`src/rtl/sram_pkg.sv`:
```
// Shared types and default sizes for the single-port SRAM block.
package sram_pkg;

  typedef enum logic {
    ST_INIT = 1'b0,
    ST_IDLE = 1'b1
  } sram_state_t;

  localparam int DATA_W_DEF = 8;
  localparam int DEPTH_DEF  = 16;

endpackage

```
`src/rtl/sram_parity_gen.sv`:
```
// Even-parity generator: XOR reduction of one data word.
module sram_parity_gen #(
  parameter int DATA_W = 8
) (
  input  logic [DATA_W-1:0] data,
  output logic              parity
);

  assign parity = ^data;

endmodule

```
`src/rtl/sram_sp.sv`:
```
// Single-port SRAM with power-up clear sequencer and registered read port.
// Optional per-word even parity is enabled by defining SRAM_PARITY_EN.
module sram_sp
  import sram_pkg::*;
#(
  parameter  int DATA_W = DATA_W_DEF,
  parameter  int DEPTH  = DEPTH_DEF,
  localparam int ADDR_W = $clog2(DEPTH)
) (
  input  logic              clk,
  input  logic              rst_n,
  input  logic              en,
  input  logic              read_write,
  input  logic [ADDR_W-1:0] address,
  input  logic [DATA_W-1:0] data_in,
  output logic [DATA_W-1:0] data_out,
  output logic              rd_valid,
  output logic              busy,
  output logic              addr_err,
  output logic              parity_err
);

  // Handshake: a request is accepted when en=1 and busy=0 (busy is an inverted
  // ready); an accepted read answers with rd_valid exactly one cycle later.
  sram_state_t       state_q, state_d;
  logic [ADDR_W-1:0] init_cnt_q, init_cnt_d;
  logic [DATA_W-1:0] mem [DEPTH];
  logic              in_range, accept, wr_ok, rd_ok;
  logic [DATA_W-1:0] rd_word;

  assign busy     = (state_q == ST_INIT);
  assign in_range = (32'(address) < DEPTH);
  assign accept   = en && (state_q == ST_IDLE);
  assign wr_ok    = accept && read_write && in_range;
  assign rd_ok    = accept && !read_write;
  assign rd_word  = in_range ? mem[address] : '0;

  always_ff @(posedge clk or negedge rst_n) begin
    if (!rst_n) begin
      state_q    <= ST_INIT;
      init_cnt_q <= '0;
    end else begin
      state_q    <= state_d;
      init_cnt_q <= init_cnt_d;
    end
  end

  always_comb begin
    state_d    = state_q;
    init_cnt_d = init_cnt_q;
    case (state_q)
      ST_INIT: begin
        init_cnt_d = init_cnt_q + ADDR_W'(1);
        if (32'(init_cnt_q) == DEPTH - 1) begin
          state_d    = ST_IDLE;
          init_cnt_d = '0;
        end
      end
      default: ;
    endcase
  end

  // Storage has no reset; the init sequencer is the only way it gets cleared.
  always_ff @(posedge clk) begin
    if (state_q == ST_INIT) begin
      mem[init_cnt_q] <= '0;
    end else if (wr_ok) begin
      mem[address] <= data_in;
    end
  end

  always_ff @(posedge clk or negedge rst_n) begin
    if (!rst_n) begin
      data_out <= '0;
      rd_valid <= 1'b0;
      addr_err <= 1'b0;
    end else begin
      rd_valid <= rd_ok;
      addr_err <= accept && !in_range;
      if (rd_ok) begin
        data_out <= rd_word;
      end
    end
  end

`ifdef SRAM_PARITY_EN
  logic par_mem [DEPTH];
  logic wr_par, rd_par;

  sram_parity_gen #(.DATA_W(DATA_W)) u_par_wr (.data(data_in), .parity(wr_par));
  sram_parity_gen #(.DATA_W(DATA_W)) u_par_rd (.data(rd_word), .parity(rd_par));

  always_ff @(posedge clk) begin
    if (state_q == ST_INIT) begin
      par_mem[init_cnt_q] <= 1'b0;
    end else if (wr_ok) begin
      par_mem[address] <= wr_par;
    end
  end

  // Out-of-range reads return zero data and never flag parity.
  always_ff @(posedge clk or negedge rst_n) begin
    if (!rst_n) begin
      parity_err <= 1'b0;
    end else begin
      parity_err <= rd_ok && in_range && (rd_par != par_mem[address]);
    end
  end
`else
  assign parity_err = 1'b0;
`endif

endmodule

```
`config.mk`:
```
export PLATFORM = sky130hd
export DESIGN_NAME = sram_sp
export DESIGN_NICKNAME = d
export VERILOG_FILES = /design/src/rtl/sram_pkg.sv /design/src/rtl/sram_parity_gen.sv /design/src/rtl/sram_sp.sv
export SDC_FILE = /design/constraint.sdc
export NUM_CORES = 1
export LEC_CHECK = 0
export CORE_MARGIN = 1.5
export CORE_UTILIZATION = 55
export DETAILED_ROUTE_END_ITERATION = 7
export PLACE_DENSITY_LB_ADDON = 0.05
export SKIP_CTS_REPAIR_TIMING = 1
export SYNTH_ARGS = -nofsm -noshare
export SYNTH_HDL_FRONTEND = slang
export SYNTH_SLANG_ARGS = --single-unit
```
`constraint.sdc`:
```
create_clock -name clk -period 5.3 [get_ports clk]
set_input_delay 1.06 -clock clk [delete_from_list [all_inputs] [get_ports clk]]
set_output_delay 1.06 -clock clk [all_outputs]
set_load 0.01 [all_outputs]
```
======== Word level (Yosys, flattened, before mapping) ========
Memories as Yosys holds them, arrays and structs flattened. A register that Yosys moved wholly into a read port is not among the register bits.
Cells that the tools add are included.
word-level totals
  memories ................................ 1
  bits in writable memories ............... 128
  register bits ........................... 6
  input bits .............................. 16
memory list
  memory  words  width  read ports  clocked after Yosys merged registers in  wr ports  line           text
  mem     16     8      1           1                                        1         sram_sp.sv:27  logic [DATA_W-1:0] mem [DEPTH];
operators by class
  reductions and logical operators ........ 6
  muxes and demuxes ....................... 10
  equality and inequality tests ........... 1
  add/sub/neg operators ................... 1
  bitwise gates (word level) .............. 1
operator list
  kind                                                            count
  4-bit 2-to-1 mux                                                2
  8-bit 2-to-1 mux                                                1
  8-bit OR reduction                                              1
  1-bit 2-to-1 mux                                                7
  4-bit by 1-bit adder with 4-bit output (second input constant)  1
  4-bit equality test (second input constant)                     1
  1-bit logical AND                                               3
  1-bit zero test                                                 2
  1-bit NOT                                                       1

======== Logic depth before layout (Yosys ltp) ========
  depth in word-level cells ............... 7
  depth in mapped cells ................... 7

======== Worst setup path before layout ========
Ideal clock, no wire load.
  path type ............................... input-to-reg
  start point ............................. input port address[0]
  end point ............................... memory mem[10][0], enable pin
  arrival time ............................ 2.178 ns
  data required time ...................... 4.930 ns
  path buffers ............................ 3
  slack ................................... 2.752 ns
  stages on the path ...................... 6
  cells stage by stage .................... buf_6 -> buf_12 -> buf_2 -> inv_2 -> a31oi_1 -> nor2_1
between the ends
  longest elaborated chain between the ends .. 1
ends and longest elaborated chain
  item                               line           text
  start: declaration                 sram_sp.sv:14  input logic [ADDR_W-1:0] address,
  4-bit 2-to-1 mux (no source line)  n/a
  end: declaration                   sram_sp.sv:27
No other way between the ends.

======== Worst setup path in the final report ========
  start point ............................. input port en
  end point ............................... memory mem[6][4], enable pin
between the ends
  longest elaborated chain between the ends .. 7
  elaborated cells on any way between the ends .. 8
  classes of those cells .................. 5 x mux; 3 x reduce/logical
ends and longest elaborated chain
  item                                                                   line           text
  start: declaration                                                     sram_sp.sv:12  input logic en,
  1-bit logical AND (*)                                                  sram_sp.sv:33  assign accept = en && (state_q == ST_IDLE);
  1-bit logical AND (*)                                                  sram_sp.sv:34  assign wr_ok = accept && read_write && in_range;
  1-bit 2-to-1 mux (*)                                                   sram_sp.sv:67  end else if (wr_ok) begin
  1-bit 2-to-1 mux (*)                                                   sram_sp.sv:65  if (state_q == ST_INIT) begin
  1-bit 2-to-1 mux (implied by the code) (*)                             sram_sp.sv:68  mem[address] <= data_in;
  8-bit OR reduction (no source line)                                    n/a
  4-bit 2-to-1 mux (no source line) or 1-bit 2-to-1 mux (tied branches)  n/a
Mark *: on every way between the ends. The rest lies on a longest branch, timed or not.

==> run_results.csv <==
group,metric,value,unit
flow_run,cap_violations,0,
floorplan,die_area,11020,um^2
placed_design,place_hpwl,7114,um
sta,skew,0.01010,ns
synth,ys_seq_elements,142,
final_layout,multiInputGateArea,1385,um^2
placed_design,gp_congestion,0.8021,
detailed_routing,wl,11390,um
synth,synth_area,5719,um^2
placed_design,port_buffers,25,
worst_hold_path,hp-class,"reg2reg",
floorplan,dieHeight,105.0,um
pwr,p_per_area,381.7,nW/um^2
grt,antenna_found_initial,0,
sta,period_needed,3.088,ns
sta,fin_setup_tns,0,ns
floorplan,core_region_area,10180,um^2
grt,grt.overflow.total,0,
sta,final-setup-viol-count,0,
final_layout,n_antenna_cell,0,
clock_network,worstSkewPairLatency,0.52,ns
detailed_routing,routed_via_density,6.008,
final_layout,design_area,6633,um^2
synth,async_flop_share,0.09859,
final_layout,syn_to_final_growth,15.97,%
clock_network,cts.clk_slew.worst_paths,0.06,ns
sta,fmax,0.3238,GHz
detailed_routing,drt_iter0_markers,183,
synth,synth_edf_count,128,
pwr,ir_worst_vdd,0.1963,mV
grt,grt_pass1_vias,2949,
clock_network,cts_tree,"yes",
placed_design,place_area,6036,um^2
synth,synth_area_per_cell,19.00,um^2
critical_path,arrival,3.23,ns
grt,track_usage,0.2290,
sta,finalCritPeriodShare,0.5827,
critical_path,cpMaxStageDelayCell,"nor2_1",
critical_path,crit_chain,"clkdlybuf4s50_1, and3_1, a31oi_1, nor2_1",
sta,rsz0062_at_grt,"false",
pwr,p_leak,2.520,nW
detailed_routing,drc,0,
synth,yosysWarnings,0,
synth,yosysUniqueCellTypes,37,
detailed_routing,drtPass1Iterations,5,
pwr,total_power,0.002531,W
critical_path,max_stage_delay,0.86,ns
clock_network,cts_buffers,17,
sta,slew_viol_final,0,
final_layout,seq_area,4194,um^2
clock_network,clock_sinks,142,
grt,grt_max_degree,25,
detailed_routing,num_vias,2884,
synth,synthCells,301,
synth,synth_ff_type,"edfxtp_1",
critical_path,end_kind,"flop",
floorplan,rows,37,
final_layout,fillCellCount,706,
critical_path,cp_max_fo,15,
final_layout,nets,348,
floorplan,ios,28,
sta,slew_headroom,0.2941,
critical_path,worst-setup-path-type,"in2reg",
sta,hold_viol_final,0,
clock_network,clk_path_buf_depth,2,
synth,yosysSeqAreaShare,0.7333,
floorplan,start_util,0.5615,
critical_path,worstPathRequired,5.44,ns
grt,grt_pass1_wl,17770,um
sta,worst_slew_pin_slew,1.055,ns
detailed_routing,drt-wirelength-per-cell,23.74,um
floorplan,dieWidth,105.0,um
outcome,status,"finished, final reports clean",
clock_network,root_buffer,"clkbuf_8",
final_layout,drive_above_1_share,0.1773,
clock_network,h-tree-depth,4,
critical_path,worstSetupStartpointType,"input port",
detailed_routing,ant_nets,0,
## layer usage
layer / track usage / vias up / wire length, um
li1: - / 1268 / -
met1: 0.3234 / 1459 / 4842
met2: 0.3436 / 147 / 5526
met3: 0.06488 / 10 / 920
met4: 0.08611 / 0 / 104
met5: 0 / - / 0
## kinds of logic (layout without fill, tap and decap cells)
| kind of cell | after synthesis | count (layout) | synth area share |
|---|---|---|---|
| AOI/OAI and AO/OA | 22 | 22 | 0.03019 |
| other | 1 | 2 | 0.0006557 |
| adders and majority gates | 1 | 1 | 0.002187 |
| xor gates and xnor gates | 1 | 1 | 0.001532 |
| DFF | 142 | 142 | 0.7333 |
| and+or+nand+nor | 67 | 67 | 0.05382 |
| muxes | 44 | 44 | 0.1531 |
| buffers and inverters | 23 | 65 | 0.02516 |
## sequential cells by signal, summed over array words and instances, names as in the netlist
register and flops:
init_cnt_q 4, rd_valid 1, data_out 8, state_q 1, mem 128
## placed cells by master, fill, tap and decap left out, drive strengths merged, types with 2 or more instances in the layout
cell type,n
clkbuf,20
and2,9
nor2,25
nand2,15
clkdlybuf4s50,24
nand3,2
a221o,8
nor3,10
conb,2
a31oi,3
mux4,31
mux2,5
clkinvlp,3
dfrtp,14
mux2i,8
bufinv,3
clkinv,4
inv,7
edfxtp,128
nor3b,2
o21ai,2
a21oi,3
buf,4
## path summary, 6_finish.rpt
| path | start | endpoint | slack, ns | depth (start not counted) |
|---|---|---|---|---|
| hold / removal | data_out[0] | data_out[0] | 0.51 | 1 |
| hold reg to reg | data_out[0] | data_out[0] | 0.51 | 1 |
| max in group asynchronous | rst_n | data_out[5] | 3.83 | 1 |
| min in group asynchronous | rst_n | data_out[1] | 0.99 | 1 |
| setup reg to reg | state_q | mem[6][4] | 2.71 | 3 |
| setup / recovery | en | mem[6][4] | 2.21 | 4 |
## through the flow
stage	util	instances	worst slack, ns	hold slack (ns)
final	0.6512	480	2.212	0.5096
after global routing	0.6512	480	2.119	0.5328
after CTS	0.6512	480	2.276	0.5152
after detailed placement	0.5926	448	1.747	0.5016
after global placement	0.5926	448	1.821	0.4979
after floorplan	-	302	2.752	0.5068
## final cells by class
class / count / area share
Clock buffer: 20 / 0.06565
Clock inverter: 12 / 0.02434
Inverter: 5 / 0.002830
Multi-Input combinational cell: 137 / 0.2088
Sequential cell: 142 / 0.6323
Tap cell: 136 / 0.02566
Timing Repair Buffer: 28 / 0.04037
## report_power, final
group	switching [W]	total (W)	internal, W	leakage [nW]
logic	0.0000607	0.000110	0.0000498	0.668
clock network	0.000456	0.00119	0.000734	0.282
registers	0.00000537	0.00123	0.00123	1.57
## synth_stat cells (2+ instances only)
master / number / area share
edfxtp_1: 128 / 0.67
nor2_1: 25 / 0.016
mux4_2: 20 / 0.079
nand2_1: 15 / 0.0098
dfrtp_1: 14 / 0.061
mux4_1: 11 / 0.051
nor3_1: 10 / 0.0088
and2_1: 9 / 0.0098
a221o_1: 8 / 0.014
mux2i_1: 8 / 0.014
clkbuf_1: 5 / 0.0033
mux2_2: 5 / 0.0098
buf_4: 4 / 0.0053
a21oi_1: 3 / 0.0026
a31oi_1: 3 / 0.0033
buf_2: 3 / 0.0026
buf_6: 3 / 0.0059
inv_1: 3 / 0.0020
buf_1: 2 / 0.0013
inv_2: 2 / 0.0013
nand3_1: 2 / 0.0018
nor3b_1: 2 / 0.0026
o21ai_0: 2 / 0.0018
## worst max-delay path, delay by kind of cell
family | cells | cell delay (ns)
buffers and inverters | 1 | 0.51
and+or+nand+nor | 2 | 1.36
AOI/OAI and AO/OA | 1 | 0.29
(Power assumes the default switching activity.)
